--- src/rtl/mux_pkg.sv ---
// Shared definitions for the lane interleaver and its arbiters.
// Mode encodings and the lane-index width helper.
package mux_pkg;

  localparam logic MODE_FIXED = 1'b0;
  localparam logic MODE_SKIP  = 1'b1;

  function automatic int lane_w(input int n);
    return (n > 2) ? $clog2(n) : 1;
  endfunction

endpackage

--- src/rtl/lane_rr_pick.sv ---
// Circular first-set finder: the lowest set req bit at or after
// start, wrapping past the last lane back to lane 0.
module lane_rr_pick
  import mux_pkg::*;
#(
  parameter int NUM_LANES = 4,
  parameter int LANE_W    = lane_w(NUM_LANES)
) (
  input  logic [NUM_LANES-1:0] req,
  input  logic [LANE_W-1:0]    start,
  output logic                 found,
  output logic [LANE_W-1:0]    idx
);

  int k;

  // Walk offsets downward so the nearest hit is written last.
  always_comb begin
    found = 1'b0;
    idx   = '0;
    k     = 0;
    for (int o = NUM_LANES - 1; o >= 0; o--) begin
      k = int'(start) + o;
      if (k >= NUM_LANES) begin
        k = k - NUM_LANES;
      end
      if (req[k]) begin
        found = 1'b1;
        idx   = LANE_W'(k);
      end
    end
  end

endmodule

--- src/rtl/lane_interleaver.sv ---
// N-lane to one-stream word interleaver with one holding register
// per lane and a round-robin slot pointer, fixed or skip slotting.
module lane_interleaver
  import mux_pkg::*;
#(
  parameter  int DATA_WIDTH = 8,
  parameter  int NUM_LANES  = 4,
  localparam int LANE_W     = lane_w(NUM_LANES)
) (
  input  logic                            clk_4f,
  input  logic                            reset,
  input  logic                            mode_skip,
  input  logic [NUM_LANES*DATA_WIDTH-1:0] in_data,
  input  logic [NUM_LANES-1:0]            in_valid,
  output logic [NUM_LANES-1:0]            in_ready,
  output logic [DATA_WIDTH-1:0]           out_data,
  output logic                            out_valid,
  output logic [LANE_W-1:0]               out_lane,
  input  logic                            out_ready
);

  logic [NUM_LANES-1:0]  hold_full_q, hold_full_d;
  logic [DATA_WIDTH-1:0] hold_data_q [NUM_LANES];
  logic [DATA_WIDTH-1:0] hold_data_d [NUM_LANES];
  logic [LANE_W-1:0]     ptr_q, ptr_d;
  logic [DATA_WIDTH-1:0] out_data_q, out_data_d;
  logic                  out_valid_q, out_valid_d;
  logic [LANE_W-1:0]     out_lane_q, out_lane_d;

  logic              adv;
  logic              drain;
  logic              sel_valid;
  logic [LANE_W-1:0] sel;
  logic              pick_found;
  logic [LANE_W-1:0] pick_idx;

  function automatic logic [LANE_W-1:0] wrap_inc(
    input logic [LANE_W-1:0] x
  );
    return (x == LANE_W'(NUM_LANES - 1)) ? '0 : x + 1'b1;
  endfunction

  lane_rr_pick #(
    .NUM_LANES (NUM_LANES),
    .LANE_W    (LANE_W)
  ) u_pick (
    .req   (hold_full_q),
    .start (ptr_q),
    .found (pick_found),
    .idx   (pick_idx)
  );

  always_comb begin
    adv = !out_valid_q || out_ready;
    if (mode_skip == MODE_SKIP) begin
      sel       = pick_idx;
      sel_valid = pick_found;
    end else begin
      sel       = ptr_q;
      sel_valid = hold_full_q[ptr_q];
    end
    drain = adv && sel_valid;
  end

  // A lane being drained this cycle may accept its next word at once.
  always_comb begin
    in_ready = '0;
    for (int i = 0; i < NUM_LANES; i++) begin
      in_ready[i] = !reset &&
        (!hold_full_q[i] || (drain && sel == LANE_W'(i)));
    end
  end

  always_comb begin
    hold_full_d = hold_full_q;
    hold_data_d = hold_data_q;
    if (drain) begin
      hold_full_d[sel] = 1'b0;
    end
    for (int i = 0; i < NUM_LANES; i++) begin
      if (in_valid[i] && in_ready[i]) begin
        hold_full_d[i] = 1'b1;
        hold_data_d[i] = in_data[i*DATA_WIDTH +: DATA_WIDTH];
      end
    end
  end

  always_comb begin
    ptr_d       = ptr_q;
    out_data_d  = out_data_q;
    out_valid_d = out_valid_q;
    out_lane_d  = out_lane_q;
    if (adv) begin
      if (sel_valid) begin
        out_valid_d = 1'b1;
        out_data_d  = hold_data_q[sel];
        out_lane_d  = sel;
        ptr_d       = wrap_inc(sel);
      end else begin
        out_valid_d = 1'b0;
        // An empty fixed slot is still spent; skip mode just waits.
        if (mode_skip == MODE_FIXED) begin
          out_lane_d = ptr_q;
          ptr_d      = wrap_inc(ptr_q);
        end
      end
    end
  end

  always_ff @(posedge clk_4f) begin
    if (reset) begin
      hold_full_q <= '0;
      for (int i = 0; i < NUM_LANES; i++) begin
        hold_data_q[i] <= '0;
      end
      ptr_q       <= '0;
      out_data_q  <= '0;
      out_valid_q <= 1'b0;
      out_lane_q  <= '0;
    end else begin
      hold_full_q <= hold_full_d;
      for (int i = 0; i < NUM_LANES; i++) begin
        hold_data_q[i] <= hold_data_d[i];
      end
      ptr_q       <= ptr_d;
      out_data_q  <= out_data_d;
      out_valid_q <= out_valid_d;
      out_lane_q  <= out_lane_d;
    end
  end

  assign out_data  = out_data_q;
  assign out_valid = out_valid_q;
  assign out_lane  = out_lane_q;

endmodule

--- config.mk ---
export PLATFORM = sky130hd
export DESIGN_NAME = lane_interleaver
export DESIGN_NICKNAME = d
export VERILOG_FILES = /design/src/rtl/mux_pkg.sv /design/src/rtl/lane_rr_pick.sv /design/src/rtl/lane_interleaver.sv
export SDC_FILE = /design/constraint.sdc
export NUM_CORES = 1
export LEC_CHECK = 0
export CORE_MARGIN = 5
export CORE_UTILIZATION = 46
export CTS_CLUSTER_DIAMETER = 200
export DETAILED_ROUTE_END_ITERATION = 16
export PLACE_DENSITY = 0.81
export SLEW_MARGIN = 20
export SYNTH_ARGS = -nofsm -noshare
export SYNTH_HDL_FRONTEND = slang
export SYNTH_SLANG_ARGS = --single-unit
export TNS_END_PERCENT = 30
--- constraint.sdc ---
create_clock -name clk_4f -period 2.7 [get_ports clk_4f]
set_input_delay 0.27 -clock clk_4f [delete_from_list [all_inputs] [get_ports clk_4f]]
set_output_delay 0.27 -clock clk_4f [all_outputs]
set_load 0.03 [all_outputs]
Word level (Yosys, flattened, before mapping)
Index checks and enable logic that the tools add are counted.
{ "word_totals": {"in_bits": 40, "out_inout_bits": 15, "wordCells": 118, "regBits": 49} }
{ "classes": {"n_lt_le_gt_ge": 12, "reduce_logical": 32, "n_bitwise": 3, "mux": 45, "add_sub_neg": 9, "eq_ne": 5} }
{ "ops": {"columns": ["operator", "n"], "rows": [
  ["< comparator 32 x 4 -> 1 bit, second input constant", 4],
  ["two-way mux 32 bit", 4],
  ["greater-or-equal comparator 32 x 4 -> 1 bit, second input constant", 3],
  ["subtractor 32 x 4 -> 32 bit, second input constant", 3],
  ["two-way mux 2 bit", 11],
  ["two-way mux 1 bit", 20],
  ["binary-select mux 8 bit (select 2 bit)", 1],
  ["two-way mux 8 bit", 2],
  ["logical AND 1 bit", 14],
  ["binary-select mux 1 bit (select 2 bit)", 5],
  ["nonzero test 2 bit", 4],
  ["adder 2 x 2 -> 3 bit, second input constant", 2],
  ["== test 2 bit, second input constant", 3],
  ["logical NOT 1 bit", 6],
  ["< comparator 2 x 3 -> 1 bit, second input constant", 2],
  ["logical OR 1 bit", 5],
  ["adder 2 x 1 -> 2 bit, second input constant", 2],
  ["bitwise AND 4 bit", 1],
  ["two-way mux 4 bit", 1],
  ["inverter 4 bit", 1],
  ["AND reduction 2 bit", 2],
  ["subtractor 2 x 3 -> 4 bit, second input constant", 1],
  ["adder 2 x 1 -> 3 bit, second input constant", 1],
  ["greater-or-equal comparator 2 x 3 -> 1 bit, second input constant", 1],
  ["7 further kinds", 7]
]} }

Longest topological paths before layout
{ "logic_depth": {"ltp_word": 19, "mapped_depth": 12, "mapped_depth_nobuf": 10} }

Cells and area by module
From an unflattened synthesis, not the netlist that was laid out.
{ "unflattened": {"hier_cells": 253, "hier_area_um2": 2563.7} }
{ "by_module_without_submodules": {"columns": ["module", "cells_each", "seq_area_each_um2", "area_per_inst_um2", "n_inst"], "rows": [
  ["lane_interleaver", 240, 980.9, 2486.1, 1],
  ["lane_rr_pick", 13, 0.0, 77.6, 1]
]} }

Worst setup path after synthesis
OpenSTA, ideal clock, no wires.
{ "synth_path": {"path_type": "register to register", "from": "register ptr_q[1]", "to": "register hold_data_q[10] (netlist bit)", "arrival_ns": 2.898, "path_stages_with_launch": 13, "required_ns": 2.579, "synth_period_minus_slack_ns": 3.020, "n_path_buf": 2, "setup_ns": 0.121, "setup_slack_ns": -0.320, "path_cell_list": "dfxtp_1 ha_1 buf_1 mux4_2 clkinv_1 o221ai_1 a32o_2 inv_4 buf_8 ha_1 a21boi_4 nor3b_4 mux2_4"} }
{ "synth_via": {"elab_chain_len": 16, "elab_cells_between_ends": 45, "cone_classes": "7 x add/sub; 4 x order compare; 1 x eq/ne; 28 x mux; 5 x reduce/logical"} }
{ "synth_lines": {"columns": ["element", "line_no", "rtl"], "rows": [
  ["start, declared", "lane_interleaver.sv:25", "logic [LANE_W-1:0] ptr_q, ptr_d;"],
  ["start signal, assigned", "lane_interleaver.sv:125", "ptr_q <= ptr_d;"],
  ["adder 2 x 2 -> 3 bit", "lane_rr_pick.sv:23", "k = int'(start) + o;"],
  ["subtractor 32 x 4 -> 32 bit / greater-or-equal comparator 32 x 4 -> 1 bit (equally long branches)", "lane_rr_pick.sv:25, lane_rr_pick.sv:24", null],
  ["two-way mux 32 bit", "lane_rr_pick.sv:24", "if (k >= NUM_LANES) begin"],
  ["binary-select mux 1 bit (select 2 bit)", "lane_rr_pick.sv:27", "if (req[k]) begin"],
  ["two-way mux 1 bit (not written as such) (2 in series)", "lane_rr_pick.sv:27", null],
  ["two-way mux 2 bit / two-way mux 1 bit (equally long branches) (4 in series)", "lane_rr_pick.sv:27", null],
  ["two-way mux 2 bit / two-way mux 1 bit (equally long branches)", "lane_interleaver.sv:55", "if (mode_skip == MODE_SKIP) begin"],
  ["== test 2 bit / logical AND 1 bit (equally long branches)", "lane_interleaver.sv:70, lane_interleaver.sv:62", null],
  ["logical AND 1 bit *", "lane_interleaver.sv:70", "(!hold_full_q[i] || (drain && sel == LANE_W'(i)));"],
  ["logical OR 1 bit *", "lane_interleaver.sv:70", null],
  ["logical AND 1 bit *", "lane_interleaver.sv:69", "in_ready[i] = !reset &&"],
  ["logical AND 1 bit *", "lane_interleaver.sv:81", "if (in_valid[i] && in_ready[i]) begin"],
  ["end signal, assigned by index", "lane_interleaver.sv:123", "hold_data_q[i] <= hold_data_d[i];"],
  ["end, declared", "lane_interleaver.sv:23", "logic [DATA_WIDTH-1:0] hold_data_q [NUM_LANES];"]
]} }
Every way passes the cells marked *; elsewhere a longest branch is shown, timed or not. The select of a mux whose other input is x is not followed.
A chain may end at the register's enable or synchronous reset.

Worst setup path in the final report
{ "layout_path": {"from": "register ptr_q[1]", "to": "output in_ready[0]"} }
{ "layout_via": {"elab_chain_len": 15, "elab_cells_between_ends": 44, "cone_classes": "7 x add/sub; 4 x order compare; 28 x mux; 5 x reduce/logical"} }
{ "layout_lines": {"columns": ["element", "line_no", "rtl"], "rows": [
  ["adder 2 x 2 -> 3 bit", "lane_rr_pick.sv:23", null],
  ["subtractor 32 x 4 -> 32 bit / greater-or-equal comparator 32 x 4 -> 1 bit (equally long branches)", "lane_rr_pick.sv:25, lane_rr_pick.sv:24", null],
  ["two-way mux 32 bit", "lane_rr_pick.sv:24", null],
  ["binary-select mux 1 bit (select 2 bit)", "lane_rr_pick.sv:27", null],
  ["two-way mux 1 bit (not written as such) (2 in series)", "lane_rr_pick.sv:27", null],
  ["two-way mux 2 bit / two-way mux 1 bit (equally long branches) (4 in series)", "lane_rr_pick.sv:27", null],
  ["two-way mux 2 bit / two-way mux 1 bit (equally long branches)", "lane_interleaver.sv:55", null],
  ["logical NOT 2 bit / logical AND 1 bit (equally long branches)", "lane_interleaver.sv:70, lane_interleaver.sv:62", null],
  ["logical AND 1 bit *", "lane_interleaver.sv:70", null],
  ["logical OR 1 bit *", "lane_interleaver.sv:70", null],
  ["logical AND 1 bit *", "lane_interleaver.sv:69", null],
  ["end, declared", "lane_interleaver.sv:15", "output logic [NUM_LANES-1:0] in_ready,"]
]} }
Marks and branches as above.

==> flow_metrics.tcl <==
set metrics [dict create \
    drt-initial-drc-count 112 \
    drv_slew 0 \
    grt_overflow 0 \
    critPathArrivalTime_ps 2370 \
    combPwrFrac_pct 52.9 \
    ant_nets 0 \
    syn_inst 253 \
    ys_seq_area_share_pct 38.4 \
    cts_made_buffers 5 \
    grt_pass1_wl_mm 10.5 \
    layout-drive-gt1-share_pct 21.2 \
    synth-xor-area-share_pct 0 \
    syn-num-nets 295 \
    drt-pass1-iter-count 4 \
    synth-compound-area-share_pct 22.9 \
    clk_latency_ps 300 \
    synthArstFlopShare_pct 0 \
    grt_start_max_net_pins 22 \
    vias 2140 \
    max_stage_delay_ps 380 \
    muxShareOfSynthArea_pct 17.9 \
    hold_class "flop to flop" \
    syn_area_per_cell_um2 10.1 \
    synthAdderAreaFrac_pct 0.978 \
    track_usage_pct 17.9 \
    leakage_uw 0.00136 \
    antenna_found_initial 0 \
    ys.flop_type "dfxtp_1" \
    fin_crit_sh_pct 97.8 \
    p_int_uw 1750 \
    synth_top_family_by_area "compound AO/OA/AOI/OAI gates" \
    gp_congestion 0.902 \
    synth_cell_types 51 \
    cts_sinks 49 \
    rsz0062_at_grt "yes" \
    synth_top_area_share_pct 38.4 \
    cts-hold-fix-buffers 0 \
    cts_root_buffer "clkbuf_8" \
    ys_seq_elements 49 \
    synth_simple_gate_area_share_pct 13.3 \
    slew_headroom_pct 65.1 \
    fp.dieH_um 84.6 \
    clock.fmax_mhz 379 \
    yosysWarnings 0 \
    synthToLayoutAreaGrowth_pct 33.0 \
    synth_area_leaders "dfxtp_1 38%, mux2i_1 11%, mux2_4 4.7%" \
    synth_edf_count 0 \
    place_ws_ps 122 \
    slowest_stage "dfxtp_4" \
    register_area_um2 988 \
    core_area_um2 5440 \
    setup_viol_count_final 0 \
    hold_viol 0 \
    required_ps 2430 \
    path_clk_slew_ps 90 \
    numPortBuffers 54 \
    critPathLaunch "ptr_q[1]" \
    clkPwrFrac_pct 14.4 \
    swShare_pct 40.2 \
    synthesis.area_um2 2560 \
    timing.rr.start "ptr_q[1]" \
    post-route-min-period_ps 2640 \
    max-cap-violations 0 \
    htree_levels 2 \
    skew_ps 6.44 \
    dpl.hpwl_mm 4.63 \
    rr_endpoint "hold_data_q[15]" \
    fp.dieW_um 84.6 \
    antenna-diode-count 0 \
    power.total_uw 2920 \
    cp-end-kind "primary output" \
    path_class "flop to primary output" \
    reg2reg_depth 11 \
    start_util_pct 47.0 \
    fp.dieArea_um2 7150 \
    vdd_drop_max_uv 433 \
    worstPathMaxFanout 7 \
    cts_tree "yes" \
    switchingPower_uw 1170 \
    timing.final.ws_setup_ps 59.3 \
    reg2reg_slack_ps 80 \
    nets 357 \
    multi_input_area_um2 1510 \
    clockBufferDepth 2 \
    drc 0 \
    p_per_area_nw_per_um2 859 \
    worst_pin_slew_ps 522 \
    vias_per_cell 5.52 \
    p_seq_share_pct 32.8 \
    drt_wl_total_mm 6.36 \
    startpoint_type "flop" \
    ios 55 \
    n_fill_cell 456 \
    first_global_vias 2299 \
    synth_top_cell_by_area "dfxtp_1" \
    critPathCapture "in_ready[0]" \
    wl_per_cell_um 16.4 \
    crit_chain "ha_4 -> mux4_2 -> inv_2 -> o221ai_2 -> a32o_2 -> o31ai_4 -> and2_4 -> buf_6" \
    status "finished, final reports clean" \
    rows 27 \
]
stage by stage:
step / std cells / util (%) / instance area [um^2] / hold slack, ps / setup TNS [ps]
3_3_place_gp: 378 / 58.9 / 3200 / 443 / 0
3_5_place_dp: 378 / 58.9 / 3200 / 447 / 0
2_1_floorplan: 253 / - / 2590 / 391 / -871
5_1_grt: 388 / 62.5 / 3400 / 478 / -85.5
4_1_cts: 386 / 60.9 / 3310 / 469 / -4.39
6_report: 388 / 62.5 / 3400 / 465 / 0
power groups by stage:
stage               clock network [uW]  registers, uW  logic, uW
floorplan                            0           1010        993
global route                       461            973       1650
finish                             420            957       1540
global placement                     0            959       1370
detailed placement                   0            964       1380
CTS                                425            952       1430
cells by family after synthesis:
| logic type | count (synthesis) |
|---|---|
| AOI/OAI and AO/OA | 64 |
| DFF | 49 |
| and+or+nand+nor | 69 |
| adders and majority gates | 2 |
| buffers and inverters | 31 |
| muxes | 38 |
worst max-delay path, delay by kind of cell, from the launching register on:
kind | cells | cell delay [ps]
flops | 1 | 380
fa+ha+maj | 1 | 310
buf+inv | 2 | 200
simple gates | 1 | 180
mux | 1 | 320
compound gates | 3 | 690
synthesized netlist by cell type (2+ instances only):
cell type,count
a21o_1,2
a21oi_1,6
a22o_1,8
a31oi_1,3
a41oi_4,2
buf_2,5
buf_6,4
clkbuf_1,3
clkinv_1,2
dfxtp_1,49
ha_1,2
inv_1,13
mux2_4,8
mux2i_1,27
mux4_2,3
nand2_1,30
nand2b_1,5
nand3_1,3
nor2_1,12
nor2b_1,10
nor3_1,2
o2111ai_1,2
o211a_1,2
o211ai_1,3
o21a_1,2
o21ai_0,3
o221ai_1,10
o2bb2ai_1,8
o31ai_1,2
cell type report:
class | count | area share (%)
Clock buffer | 8 | 2.35
Inverter | 17 | 2.02
Multi-Input combinational cell | 173 | 44.5
Sequential cell | 49 | 29.1
Tap cell | 72 | 2.65
Timing Repair Buffer | 69 | 19.5
layout by cell type (no fill, tap or decap), drive strengths merged, types with 2 or more instances in the layout:
master and n:
o211ai 3, o221ai 10, dfxtp 49, o21a 2, nor3b 2, clkdlybuf4s50 50, buf 19, nor3 3
mux2i 27, a211oi 2, mux2 8, o21ai 4, a21o 3, nor2 12, clkbuf 8, nor2b 10
inv 16, and2 2, a41oi 2, ha 2, o211a 2, mux4 3, a31oi 4, o31ai 2
o2111ai 2, a22o 8, nand2b 5, nand2 30, nand3 3, a21oi 7, o2bb2ai 8
metal layers:
layer,track usage [%],up-vias,share of wire [%]
li1,-,1036,-
met1,21.6,1042,44
met2,31.7,50,50
met3,3.34,12,3.8
met4,6.04,0,1.8
met5,0,-,0
worst min path at each step:
stage / to / startpoint / slack [ps] / cells after the start
floorplan: hold_full_q[2] / in_valid[2] / 390 / 2
global placement: hold_data_q[18] / hold_data_q[18] / 440 / 1
detailed placement: hold_data_q[20] / hold_data_q[20] / 450 / 1
CTS: hold_data_q[29] / hold_data_q[29] / 470 / 2
global route: hold_data_q[23] / hold_data_q[23] / 480 / 1
finish: hold_data_q[29] / hold_data_q[29] / 470 / 2
sequential cells by signal, summed over array words and instances, names as in the netlist:
| register | flops |
|---|---|
| ptr_q | 2 |
| out_valid | 1 |
| out_lane | 2 |
| hold_data_q | 32 |
| hold_full_q | 4 |
| out_data | 8 |
repair_timing:
| action | in CTS | in global routing |
|---|---|---|
| cloned | 0 | 0 |
| resized for setup | 6 | 19 |
| setup endpoints to repair | 3 | 14 |
| setup buffers | 0 | 2 |
| pin swaps | 0 | 5 |
(Power assumes the default switching activity.)
